<file path="src/rtl/branch_cond_unit.sv">
// Branch condition resolver: evaluates a condition code against the processor
// flags (with same-cycle load bypass) and returns a registered taken/target result.
module branch_cond_unit #(
  parameter int ADDR_W   = 16,
  parameter int WAIT_MAX = 15
) (
  input  logic              clk,
  input  logic              rst,
  input  logic [3:0]        status,
  input  logic              status_load,
  input  logic [3:0]        status_in,
  input  logic              flags_pending,
  input  logic              req_valid,
  output logic              req_ready,
  input  logic [3:0]        req_cond,
  input  logic [ADDR_W-1:0] req_target,
  output logic              resp_valid,
  input  logic              resp_ready,
  output logic              resp_taken,
  output logic              resp_err,
  output logic [ADDR_W-1:0] resp_target
);

  // state  | meaning
  // S_IDLE | ready for a request; resolves at once when flags are settled
  // S_WAIT | request held, waiting for flags_pending to drop (bounded)
  // S_RESP | result presented, held until resp_ready

  localparam int CNT_W = $clog2(WAIT_MAX + 1);
  localparam logic [CNT_W-1:0] CNT_LAST = CNT_W'(WAIT_MAX - 1);

  typedef enum logic [1:0] {
    S_IDLE = 2'd0,
    S_WAIT = 2'd1,
    S_RESP = 2'd2
  } state_t;

  state_t            state;
  logic [CNT_W-1:0]  wait_cnt;
  logic [3:0]        held_cond;
  logic [ADDR_W-1:0] held_target;
  logic [3:0]        eff;

  // A flag write landing this cycle must win over the stale register value.
  assign eff       = status_load ? status_in : status;
  assign req_ready = rst && (state == S_IDLE);

  function automatic logic cond_true(input logic [3:0] cond, input logic [3:0] f);
    logic n, z, c, v, r;
    {n, z, c, v} = f;
    case (cond)
      4'd0:    r = z;
      4'd1:    r = !z;
      4'd2:    r = c;
      4'd3:    r = !c;
      4'd4:    r = n;
      4'd5:    r = !n;
      4'd6:    r = v;
      4'd7:    r = !v;
      4'd8:    r = c && !z;
      4'd9:    r = !c || z;
      4'd10:   r = (n == v);
      4'd11:   r = (n != v);
      4'd12:   r = !z && (n == v);
      4'd13:   r = z || (n != v);
      4'd14:   r = 1'b1;
      default: r = 1'b0;
    endcase
    return r;
  endfunction

  always_ff @(posedge clk or negedge rst) begin
    if (!rst) begin
      state       <= S_IDLE;
      wait_cnt    <= '0;
      held_cond   <= '0;
      held_target <= '0;
      resp_valid  <= 1'b0;
      resp_taken  <= 1'b0;
      resp_err    <= 1'b0;
      resp_target <= '0;
    end else begin
      case (state)
        S_IDLE: begin
          if (req_valid) begin
            held_cond   <= req_cond;
            held_target <= req_target;
            if (!flags_pending) begin
              resp_taken  <= cond_true(req_cond, eff);
              resp_target <= req_target;
              resp_err    <= 1'b0;
              resp_valid  <= 1'b1;
              state       <= S_RESP;
            end else begin
              wait_cnt <= '0;
              state    <= S_WAIT;
            end
          end
        end
        S_WAIT: begin
          if (!flags_pending) begin
            resp_taken  <= cond_true(held_cond, eff);
            resp_target <= held_target;
            resp_err    <= 1'b0;
            resp_valid  <= 1'b1;
            state       <= S_RESP;
          end else if (wait_cnt == CNT_LAST) begin
            // Flags never settled: report an error and never claim taken.
            resp_taken  <= 1'b0;
            resp_target <= held_target;
            resp_err    <= 1'b1;
            resp_valid  <= 1'b1;
            state       <= S_RESP;
          end else begin
            wait_cnt <= wait_cnt + 1'b1;
          end
        end
        S_RESP: begin
          if (resp_ready) begin
            resp_valid <= 1'b0;
            state      <= S_IDLE;
          end
        end
        default: begin
          resp_valid <= 1'b0;
          state      <= S_IDLE;
        end
      endcase
    end
  end

endmodule

</file>
<file path="config.mk">
export PLATFORM = sky130hd
export DESIGN_NAME = branch_cond_unit
export DESIGN_NICKNAME = d
export VERILOG_FILES = /design/src/rtl/branch_cond_unit.sv
export SDC_FILE = /design/constraint.sdc
export NUM_CORES = 1
export LEC_CHECK = 0
export ABC_CLOCK_PERIOD_IN_PS = 1600
export CORE_MARGIN = 2
export CORE_UTILIZATION = 45
export CTS_CLUSTER_SIZE = 10
export DETAILED_ROUTE_END_ITERATION = 10
export HOLD_SLACK_MARGIN = 0.06
export MAX_ROUTING_LAYER = met4
export PLACE_DENSITY_LB_ADDON = 0.2
export SLEW_MARGIN = 20
export SYNTH_ARGS = -nofsm -noshare
export SYNTH_HDL_FRONTEND = slang
export SYNTH_SLANG_ARGS = --single-unit
export TNS_END_PERCENT = 50
</file>
<file path="constraint.sdc">
create_clock -name clk -period 1.6 [get_ports clk]
set_input_delay 0.32 -clock clk [delete_from_list [all_inputs] [get_ports clk]]
set_output_delay 0.32 -clock clk [all_outputs]
set_load 0.01 [all_outputs]
</file>
==> impl_metrics.ini <==
[outcome]
status = finished, violations left
violations = negative setup slack

[logic_synthesis]
ys_top_cells_by_count = dfrtp_1, nor2_1, mux2_2, mux2i_1, a21oi_1
synth_top_family_by_area = multiplexers
synth.avg_cell_area_um2 = 10.8
ys_seq_area_share_pct = 47.2
synthArstFlopShare_pct = 100
synth_compound_area_share_pct = 12.5
synthAdderAreaFrac_pct = 1.05
synth_top_area_share_pct = 47.2
yosys.area.top_type = dfrtp_1
synthMuxAreaShare_pct = 20.4
ys_top_cells_by_area = dfrtp_1, mux2_2, mux2i_1, a21oi_1, nor2_1
yosys.cell_count.top_type = dfrtp_1
synth_warnings = 0
synth_ff_type = dfrtp_1
ys_ff_latch = 45
synth_edf_count = 0
synthesis.nets = 257
synth-simple-area-share_pct = 12.1
synthCells = 221
synth_cell_type_count = 42
synth_xor_area_share_pct = 2.57
syn_area_um2 = 2380

[critical_path]
setup.worst_path.end_class = register
arrival_ns = 1.86
worstSetupStartpointType = register
crit_required_ns = 1.81
critical_path_peak_fanout = 5
path_class = register to register

[layout]
drive_gt1_share_pct = 38.8
diodes = 0
syn2layout_area_growth_pct = 60.7
final_util_pct = 75.0
num-nets-final = 347

[timing]
layout_min_cycle_time_ns = 1.65
timing.final.ws_setup_ns = -0.0498
fmax_ghz = 0.606
period_share_pct = 103
hold_ws_ns = 0.0945
setup_violations = 28
hold_viol = 0
tightest_slew_ns = 0.561
maxSlewViolCount = 0
slew_headroom_pct = 62.6
rsz0062_at_grt = yes
clock_skew_ns = 0.00639

[clocking]
cts.clk_slew.worst_paths_ns = 0.09
ctsHoldBuffers = 0
clock_latency_ns = 0.31
clock-sinks = 45
h-tree-depth = 2
cts.path.max_buffers = 2
cts_root_buf = clkbuf_8
cts_made_buffers = 5
cts_tree = yes

[pwr]
power_density_nw_per_um2 = 1570
finalPower_uw = 6020
power.leakage_uw = 0.00170
ir_drop_v = 0.00100

[hold_path]
hold_class = primary input to asynchronous set/reset pin

[routing]
drt_iter0_drc = 98
ant_nets = 0
routed_wl_mm = 6.53
drc = 0
dr.pass1.iters = 5
viasPerCell = 5.39
num_vias = 2058
wl_per_cell_um = 17.1

[global_route]
grt_max_degree = 46
gr-total-overflow = 0
grt_pass1_vias = 1917
antenna_found_initial = 0
grt_pass1_wl_mm = 9.03
grt_usage_pct = 19.5

[run]
cap_violations = 0

[placed_design]
gp_congestion = 0.843
pre_cts_slack_ns = -0.761
hpwl_mm = 3.81
portBuffers = 53

[die]
start_util_pct = 46.7
core-area_um2 = 5110
dieArea_um2 = 5900
pin_count = 54
dieHeight_um = 76.8
rows = 26
die_width_um = 76.8
==> path summary, 6_finish.rpt <==
path / from / to / slack, ns / cells past startpoint
setup / recovery: wait_cnt[0] / resp_err / -0.05 / 8
hold / removal: rst / state[1] / 0.09 / 2
setup reg to reg: wait_cnt[0] / resp_err / -0.05 / 8
hold reg to reg: held_target[2] / held_target[2] / 0.52 / 1
max in group asynchronous: rst / held_cond[2] / 1.12 / 2
min in group clk: held_target[2] / held_target[2] / 0.52 / 1
==> layout make-up <==
| cell class | count | area [µm²] |
|---|---|---|
| clock buffer | 5 | 68.8 |
| clock inverter | 3 | 43.8 |
| fill | 343 | 1280 |
| inverter | 8 | 30.0 |
| multi-input combinational | 154 | 1440 |
| sequential | 45 | 1130 |
| tap | 70 | 87.6 |
| timing repair buffer | 97 | 1040 |
==> worst max-delay path: stages, from the launching register on <==
cell	delay, ns
dfrtp_1	0.40
inv_2	0.08
ha_4	0.12
nand4_1	0.15
a211oi_4	0.31
buf_4	0.15
buf_6	0.10
nor2b_2	0.03
a31o_2	0.20
==> state kept, by name, indices dropped and copies added, names as in the netlist <==
name and flops:
resp_target 16, resp_valid 1, held_target 16, wait_cnt 4, resp_taken 1, resp_err 1, held_cond 4, state 2
==> repair_timing <==
action / in CTS / in global routing
setup endpoints to repair: 17 / 44
gates cloned: 0 / 4
setup buffers: 1 / 4
pin swaps: 0 / 7
resized for setup: 9 / 96
==> report_power, final <==
part	internal (µW)	switching (µW)
Combinational	1770	1240
Clock	469	433
Sequential	1660	446
==> kinds of logic (layout without fill, tap and decap cells) <==
kind of cell             Yosys count  after routing
AND/OR/NAND/NOR                   58             58
AO/OA/AOI/OAI                     45             45
flip-flops                        45             45
multiplexers                      42             42
buffers and inverters             22            113
XOR/XNOR                           7              7
adder cells (fa/ha/maj)            2              2
==> placed cells by master, fill, tap and decap left out, drive strengths merged, types with 9 or more instances in the layout <==
master / count
clkbuf: 10
dlymetal6s2s: 21
buf: 41
mux2i: 19
inv: 9
dfrtp: 45
mux2: 20
nor2: 24
a21oi: 18
clkdlybuf4s50: 29
==> metal layers <==
metal	GRT usage, %	up-vias	part of all wire (%)	wire [µm]
li1	-	970	-	-
met1	24.7	1019	44	2890
met2	31.8	60	50	3250
met3	4.24	9	4.4	288
met4	5.64	0	1.6	104
met5	-	-	0	0
==> per-stage QoR <==
stage                     instances  cell area (µm²)  setup TNS (ns)
after floorplan                 221             2390         -0.0759
after global placement          365             3230           -6.19
after detailed placement        365             3230           -5.37
after CTS                       374             3370          -0.257
after global routing            382             3830           -3.05
final                           382             3830          -0.443
(Power assumes the default switching activity.)
